**config.mk**
```make
export PLATFORM = sky130hd
export DESIGN_NAME = hazard_stall_controller
export DESIGN_NICKNAME = d
export VERILOG_FILES = /design/src/rtl/hazard_stall_controller.sv
export SDC_FILE = /design/constraint.sdc
export NUM_CORES = 1
export LEC_CHECK = 0
export BUFFER_PORTS_ARGS = -buffer_cell sky130_fd_sc_hd__clkbuf_2
export CORE_ASPECT_RATIO = 1.1
export CORE_MARGIN = 2
export CORE_UTILIZATION = 30
export CTS_CLUSTER_DIAMETER = 120
export DETAILED_ROUTE_END_ITERATION = 8
export PLACE_DENSITY = 0.48
export SETUP_SLACK_MARGIN = 0.1
export SLEW_MARGIN = 20
export SYNTH_ARGS = -nofsm -noshare
export SYNTH_HDL_FRONTEND = slang
export SYNTH_SLANG_ARGS = --single-unit
```
**constraint.sdc**
```tcl
create_clock -name clk -period 2 [get_ports clk]
set_clock_uncertainty 0.1 [all_clocks]
set_input_delay 0.1 -clock clk [delete_from_list [all_inputs] [get_ports clk]]
set_output_delay 0.1 -clock clk [all_outputs]
set_load 0.1 [all_outputs]
```
**src/rtl/hazard_stall_controller.sv**
```systemverilog
// Pipeline hazard/stall sequencer for the 5-stage core: load-use bubbles, taken-branch
// squashes and multi-cycle holds while the multiply/divide unit is busy.
//
// state    | meaning
// ---------+-------------------------------------------------------------
// RUN      | normal issue; branch flush and load-use bubble decided here
// MDU_WAIT | pipeline frozen for MDU_LATENCY cycles after an MDU issue
module hazard_stall_controller #(
   parameter int MDU_LATENCY = 8,
   parameter int CNT_W       = 16
) (
   input  logic             clk,
   input  logic             reset,
   input  logic             ID_EX_MemRead,
   input  logic [4:0]       ID_EX_RegisterRt,
   input  logic [4:0]       IF_ID_RegisterRs,
   input  logic [4:0]       IF_ID_RegisterRt,
   input  logic             Branch_Taken,
   input  logic             MDU_Start,
   output logic             PC_Write,
   output logic             IF_ID_Write,
   output logic             IF_ID_Flush,
   output logic             ID_EX_Flush,
   output logic             MDU_Busy,
   output logic [CNT_W-1:0] Stall_Cycles
);

   typedef enum logic {RUN = 1'b0, MDU_WAIT = 1'b1} state_t;

   localparam logic [3:0]       HOLD_INIT = 4'(MDU_LATENCY - 1);
   localparam logic [CNT_W-1:0] CNT_MAX   = '1;

   state_t     state;
   logic [3:0] holdCnt;
   logic       loadUse;
   logic       acceptMdu;

   assign loadUse = ID_EX_MemRead && (ID_EX_RegisterRt != 5'd0) &&
                    ((ID_EX_RegisterRt == IF_ID_RegisterRs) ||
                     (ID_EX_RegisterRt == IF_ID_RegisterRt));

   // Reset is folded in here so the outputs go safe the moment reset rises.
   always_comb begin
      PC_Write    = 1'b1;
      IF_ID_Write = 1'b1;
      IF_ID_Flush = 1'b0;
      ID_EX_Flush = 1'b0;
      MDU_Busy    = 1'b0;
      acceptMdu   = 1'b0;
      if (reset) begin
         PC_Write    = 1'b0;
         IF_ID_Write = 1'b0;
         IF_ID_Flush = 1'b1;
         ID_EX_Flush = 1'b1;
      end else if (state == MDU_WAIT) begin
         PC_Write    = 1'b0;
         IF_ID_Write = 1'b0;
         ID_EX_Flush = 1'b1;
         MDU_Busy    = 1'b1;
      end else if (Branch_Taken) begin
         IF_ID_Flush = 1'b1;
         ID_EX_Flush = 1'b1;
      end else if (loadUse) begin
         PC_Write    = 1'b0;
         IF_ID_Write = 1'b0;
         ID_EX_Flush = 1'b1;
      end else if (MDU_Start) begin
         acceptMdu   = 1'b1;
      end
   end

   always_ff @(posedge clk or posedge reset) begin
      if (reset) begin
         state        <= RUN;
         holdCnt      <= 4'd0;
         Stall_Cycles <= '0;
      end else begin
         case (state)
            RUN: begin
               if (acceptMdu) begin
                  state   <= MDU_WAIT;
                  holdCnt <= HOLD_INIT;
               end
            end
            MDU_WAIT: begin
               if (holdCnt == 4'd0) begin
                  state <= RUN;
               end else begin
                  holdCnt <= holdCnt - 4'd1;
               end
            end
            default: begin
               state   <= RUN;
               holdCnt <= 4'd0;
            end
         endcase
         if (!PC_Write && (Stall_Cycles != CNT_MAX)) begin
            Stall_Cycles <= Stall_Cycles + CNT_W'(1);
         end
      end
   end

endmodule

```
# Word level (Yosys, flattened, before mapping)
# Cells that the tools add are included.
# word_totals
romBits,0
output_inout_bits,21
ramBits,0
regBits,21
wordCells,43
n_memories,0
latch_bits,0
# classes
shift,0
bitwise_logic,1
n_reduce_logical,8
n_addsub,2
n_eq_ne,5
muxes,24
n_mul,0
n_lt_le_gt_ge,0
n_div,0
# ops
operator,count
$mux W1,20
$add A16 B1 Y16 const B,1
$ne A16 B16 Y1 const B,1
$eq A5 B5 Y1,2
$mux W4,2
$pmux W4 S2,1
$reduce_bool A5 Y1,1
$logic_not A4 Y1,1
$ne A2 B2 Y1 const B,2
$sub A4 B1 Y4 const B,1
$logic_and A1 B1 Y1,3
$pmux W1 S2,1
$reduce_and A2 Y1,1
$logic_not A1 Y1,1
$logic_or A1 B1 Y1,1
$not A1 Y1,1

# Longest topological paths before layout
# depth
depth_word,9
depth_mapped,8

# Worst setup path after synthesis
# Ideal clock, no wire load.
# synth_timing
kind,flip-flop to flip-flop
start,register Stall_Cycles[0]
end,register Stall_Cycles[8]
arrival_time_ns,2.327
path_slack_ns,-0.591
stages_incl_launch_ff,9
t_required_ns,1.736
setup_time_ns,0.164
path_buffers,1
cell_sequence,dfrtp_1 ha_1 nand4_1 nor4_4 nor3_2 a21oi_4 buf_6 nor3_2 xor2_1
# synth_via
elab_chain_len,2
word_cells_on_any_way,3
classes_between,add/sub (1); eq/ne (1); reduce/logical (1)
# synth_lines
element,line_no,source
"start, declared",25,output logic [CNT_W-1:0] Stall_Cycles
"start signal, assigned",98,Stall_Cycles <= Stall_Cycles + CNT_W'(1);
branches (longest 2 deep; another with $add A16 B1 Y16),n/a,
# Several ways; the timed one is not identified.
# A chain may end at the register's enable or synchronous reset.

# Final worst setup path
# layout_timing
start,register Stall_Cycles[8]
end,register Stall_Cycles[6]
# layout_via
elab_chain_len,2
# layout_lines
element,line_no,source
$ne A16 B16 Y1,97,if (!PC_Write && (Stall_Cycles != CNT_MAX)) begin
$logic_and A1 B1 Y1,97,
# No other way between the ends.

==> results.md <==
* Die span in y at 72.0 µm
* Placement Rows at 24
* R2R Setup Slk at 0.04 ns
* Actual slew at the worst max-slew pin at roughly 0.55 ns
* Destination of the worst hold path: state
* DP Area at between 1500 and 2000 µm²
* Source-to-sink clock delay at the later pin of the worst-skew pair at 0.26 ns
* Sinks on Clock Net at 21
* Area share of the largest cell type after synthesis at 0.417
* Number of antenna violations at the first check in global routing at 0
* CP max FO at 5
* Number of unique standard cell types used by synthesis at 35
* Post-synthesis cell type with the largest combined area: sky130_fd_sc_hd__dfrtp_1
* Share of layout cells above drive strength 1 at 0.567
* Master cell of the clock root buffer: sky130_fd_sc_hd__clkbuf_8
* Clock period minus worst slack at 1.96 ns
* Worst hold path startpoint: MDU_Start
* Overall power after layout at 3220 µW
* Run status: finished, final reports clean
* Reg2Reg Depth at 8
* Critical path class: register to register
* Starting utilization of the core area at 0.316
* Synthesized area divided by synthesized cell count at ~10 µm²
* Clk pin slew, worst setup/hold paths at 0.08 ns
* Commonest non-fill, non-tap cell in the layout: sky130_fd_sc_hd__clkbuf_2
* Worst Setup Start Kind: register
* Reg-to-reg critical path endpoint: Stall_Cycles[6]
* Static leakage at 0.000830 µW
* Die ar. at 4740 µm²
* Total count of hold-check failures in the final report at 0
* Detailed placer's ending HPWL at 2290 µm
* Max-slew violation count at 0
* Highest-count cells in the layout ignoring fill and taps: sky130_fd_sc_hd__clkbuf_2, sky130_fd_sc_hd__buf_4, sky130_fd_sc_hd__dfrtp_4, sky130_fd_sc_hd__xnor2_1, sky130_fd_sc_hd__xor2_1
* GR Overflow Total at 0
* Count of buffers from port buffering at 40
* Main area contributors after synthesis: sky130_fd_sc_hd__dfrtp_1, sky130_fd_sc_hd__xnor2_1, sky130_fd_sc_hd__xor2_1
* H-tree level count at 1
* Number of vias after detailed routing at between 1000 and 1500
* Core footprint at between 3000 and 4000 µm²
* Number of filler cells placed in the layout at 394
* Sequential fraction of the synthesis area at 0.417
* First drt pass iteration count at 4
* Worst hold-check slack at 0.0724 ns
* Count of state elements after synthesis at 21
* Worst EP arrival at 1.99 ns
* Headroom to the max-slew limit at 0.634
* Violation count after the first detailed-routing iteration at 12
* Final design area excluding fillers at 1880 µm²
* Total negative slack for setup checks at 0 ns
* Area growth from synthesis to layout at 48.7%
* Total wirelength of the detailed-routed design at around 3000 µm
* Non-filler instance count after layout at around 240
* Horiz. Die Dim at 65.8 µm
* Routed via count divided by cell count at roughly 4.6
* Cell total after placement at approximately 220
* Maximum buffer depth of the clock tree at 2
* Worst Path Required at between 2 and 2.5 ns
* Synthesized net count at 146
* PD cells at 1710 nW/µm²
* GRT Total Usage at 0.143
* Final period utilization at 0.978
* TritonCTS clock tree: done
* Via count of the first global-routing pass at between 1000 and 1500
* Net count reported at finish at 211
* Global-route wire length before repair at 5380 µm
* Area of the mapped netlist at ~1300 µm²
* VDD IR-drop max at around 1.1 mV
* Worst hold path cell count at 2
* Routed length per placed instance at 12.6 µm
* # setup viols final at 0
* Synth warnings at 0
* Pin count of the biggest net entering global routing at 22
* Tightest Hold Check Type: input pin to register
* Number of DRC violations after detailed routing at 0
* Clock buffers created by TritonCTS at 3
* Boundary pin count at between 40 and 50
* Reg2Reg Launch Point: Stall_Cycles[8]
* Count of mapped cells out of synthesis at 123
* Antenna diode instance count at 0
* Max Clock Freq at 511 MHz
* Antenna viol nets, final at 0
* Number of max-capacitance violations reported at 0
* Unrepaired setup endpoints after global routing: yes
* Routability cong. at about 0.74
* Critical path endpoint category: register
cell usage after synthesis, drive strengths merged:
library cell	count
dfrtp	21
xnor2	14
xor2	11
nand2	10
nor2	10
nor3	9
inv	8
nand3	8
nand4	4
ha	3
nor4	3
buf	2
mux2	2
nand2b	2
o21a	2
o21ai	2
or4	2
a211o	1
a21o	1
a21oi	1
a32o	1
and3	1
nor2b	1
nor4b	1
o22ai	1
or2	1
or3	1
registers in the layout (all words and copies together), names as in the netlist:
| register | cells |
|---|---|
| Stall_Cycles | 16 |
| holdCnt | 4 |
| state | 1 |
worst max-delay path, stage by stage, from the launching register on:
cell	delay, ns
sky130_fd_sc_hd__dfrtp_4	0.43
sky130_fd_sc_hd__nand4_4	0.17
sky130_fd_sc_hd__nor4_4	0.34
sky130_fd_sc_hd__nor3_2	0.07
sky130_fd_sc_hd__buf_4	0.15
sky130_fd_sc_hd__a21oi_4	0.21
sky130_fd_sc_hd__buf_6	0.17
sky130_fd_sc_hd__nor3_2	0.05
sky130_fd_sc_hd__xor2_1	0.14
timing repair:
item | 4_1_cts | 5_1_grt
setup buffers | 9 | 1
cloned | 1 | 0
hold endpoints to repair | 21 | 0
setup endpoints to repair | 12 | 16
hold buffers | 1 | 0
resized for setup | 4 | 3
pin swaps | 2 | 3
per-layer routing:
layer	wire (µm)	share of wire	track usage	vias to the layer above
li1	-	-	-	551
met1	1330	0.44	0.179	525
met2	1550	0.51	0.259	19
met3	93	0.031	0.0202	4
met4	36	0.012	0.0347	0
met5	0	0	0	-
logic make-up (layout without fill, tap and decap cells):
| family | count (synthesis) | count (layout) | synth area share |
|---|---|---|---|
| flip-flops | 21 | 21 | 0.417 |
| buffers and inverters | 10 | 73 | 0.0387 |
| AO/OA/AOI/OAI | 9 | 10 | 0.0615 |
| XOR/XNOR | 25 | 25 | 0.174 |
| adder cells (fa/ha/maj) | 3 | 3 | 0.0298 |
| multiplexers | 2 | 2 | 0.0179 |
| AND/OR/NAND/NOR | 53 | 53 | 0.262 |
through the flow:
stage                util  setup WS (ns)
finish              0.470         0.0443
global route        0.470        -0.0508
CTS                 0.463         0.0522
detailed placement  0.425         0.0245
global placement    0.425        -0.0400
floorplan               -        -0.0713
power by group:
group          internal, µW  leakage (µW)  total [µW]  switching (µW)
logic                   552      0.000574        2080            1530
clock network           139     0.0000255         278             140
registers               667      0.000230         854             186
total                  1360      0.000830        3220            1860
worst max path at each step:
stage / startpoint / to / slack [ns] / cells past startpoint
after global placement: Stall_Cycles[0] / Stall_Cycles[15] / -0.04 / 7
final: Stall_Cycles[8] / Stall_Cycles[6] / 0.04 / 8
after global routing: Stall_Cycles[0] / Stall_Cycles[8] / -0.05 / 9
after CTS: Stall_Cycles[11] / Stall_Cycles[10] / 0.05 / 8
after floorplan: Stall_Cycles[0] / Stall_Cycles[3] / -0.07 / 8
after detailed placement: Stall_Cycles[0] / Stall_Cycles[15] / 0.02 / 7
layout make-up:
class,instances,area (µm²),share of cell area
Sequential cell,21,578,0.308
Multi-Input combinational cell,93,758,0.404
Clock inverter,1,5.00,0.00267
Inverter,8,30.0,0.0160
Clock buffer,3,41.3,0.0220
Timing Repair Buffer,61,398,0.212
Tap cell,52,65.1,0.0347
No activity file was read; power rests on OpenSTA's default activity.
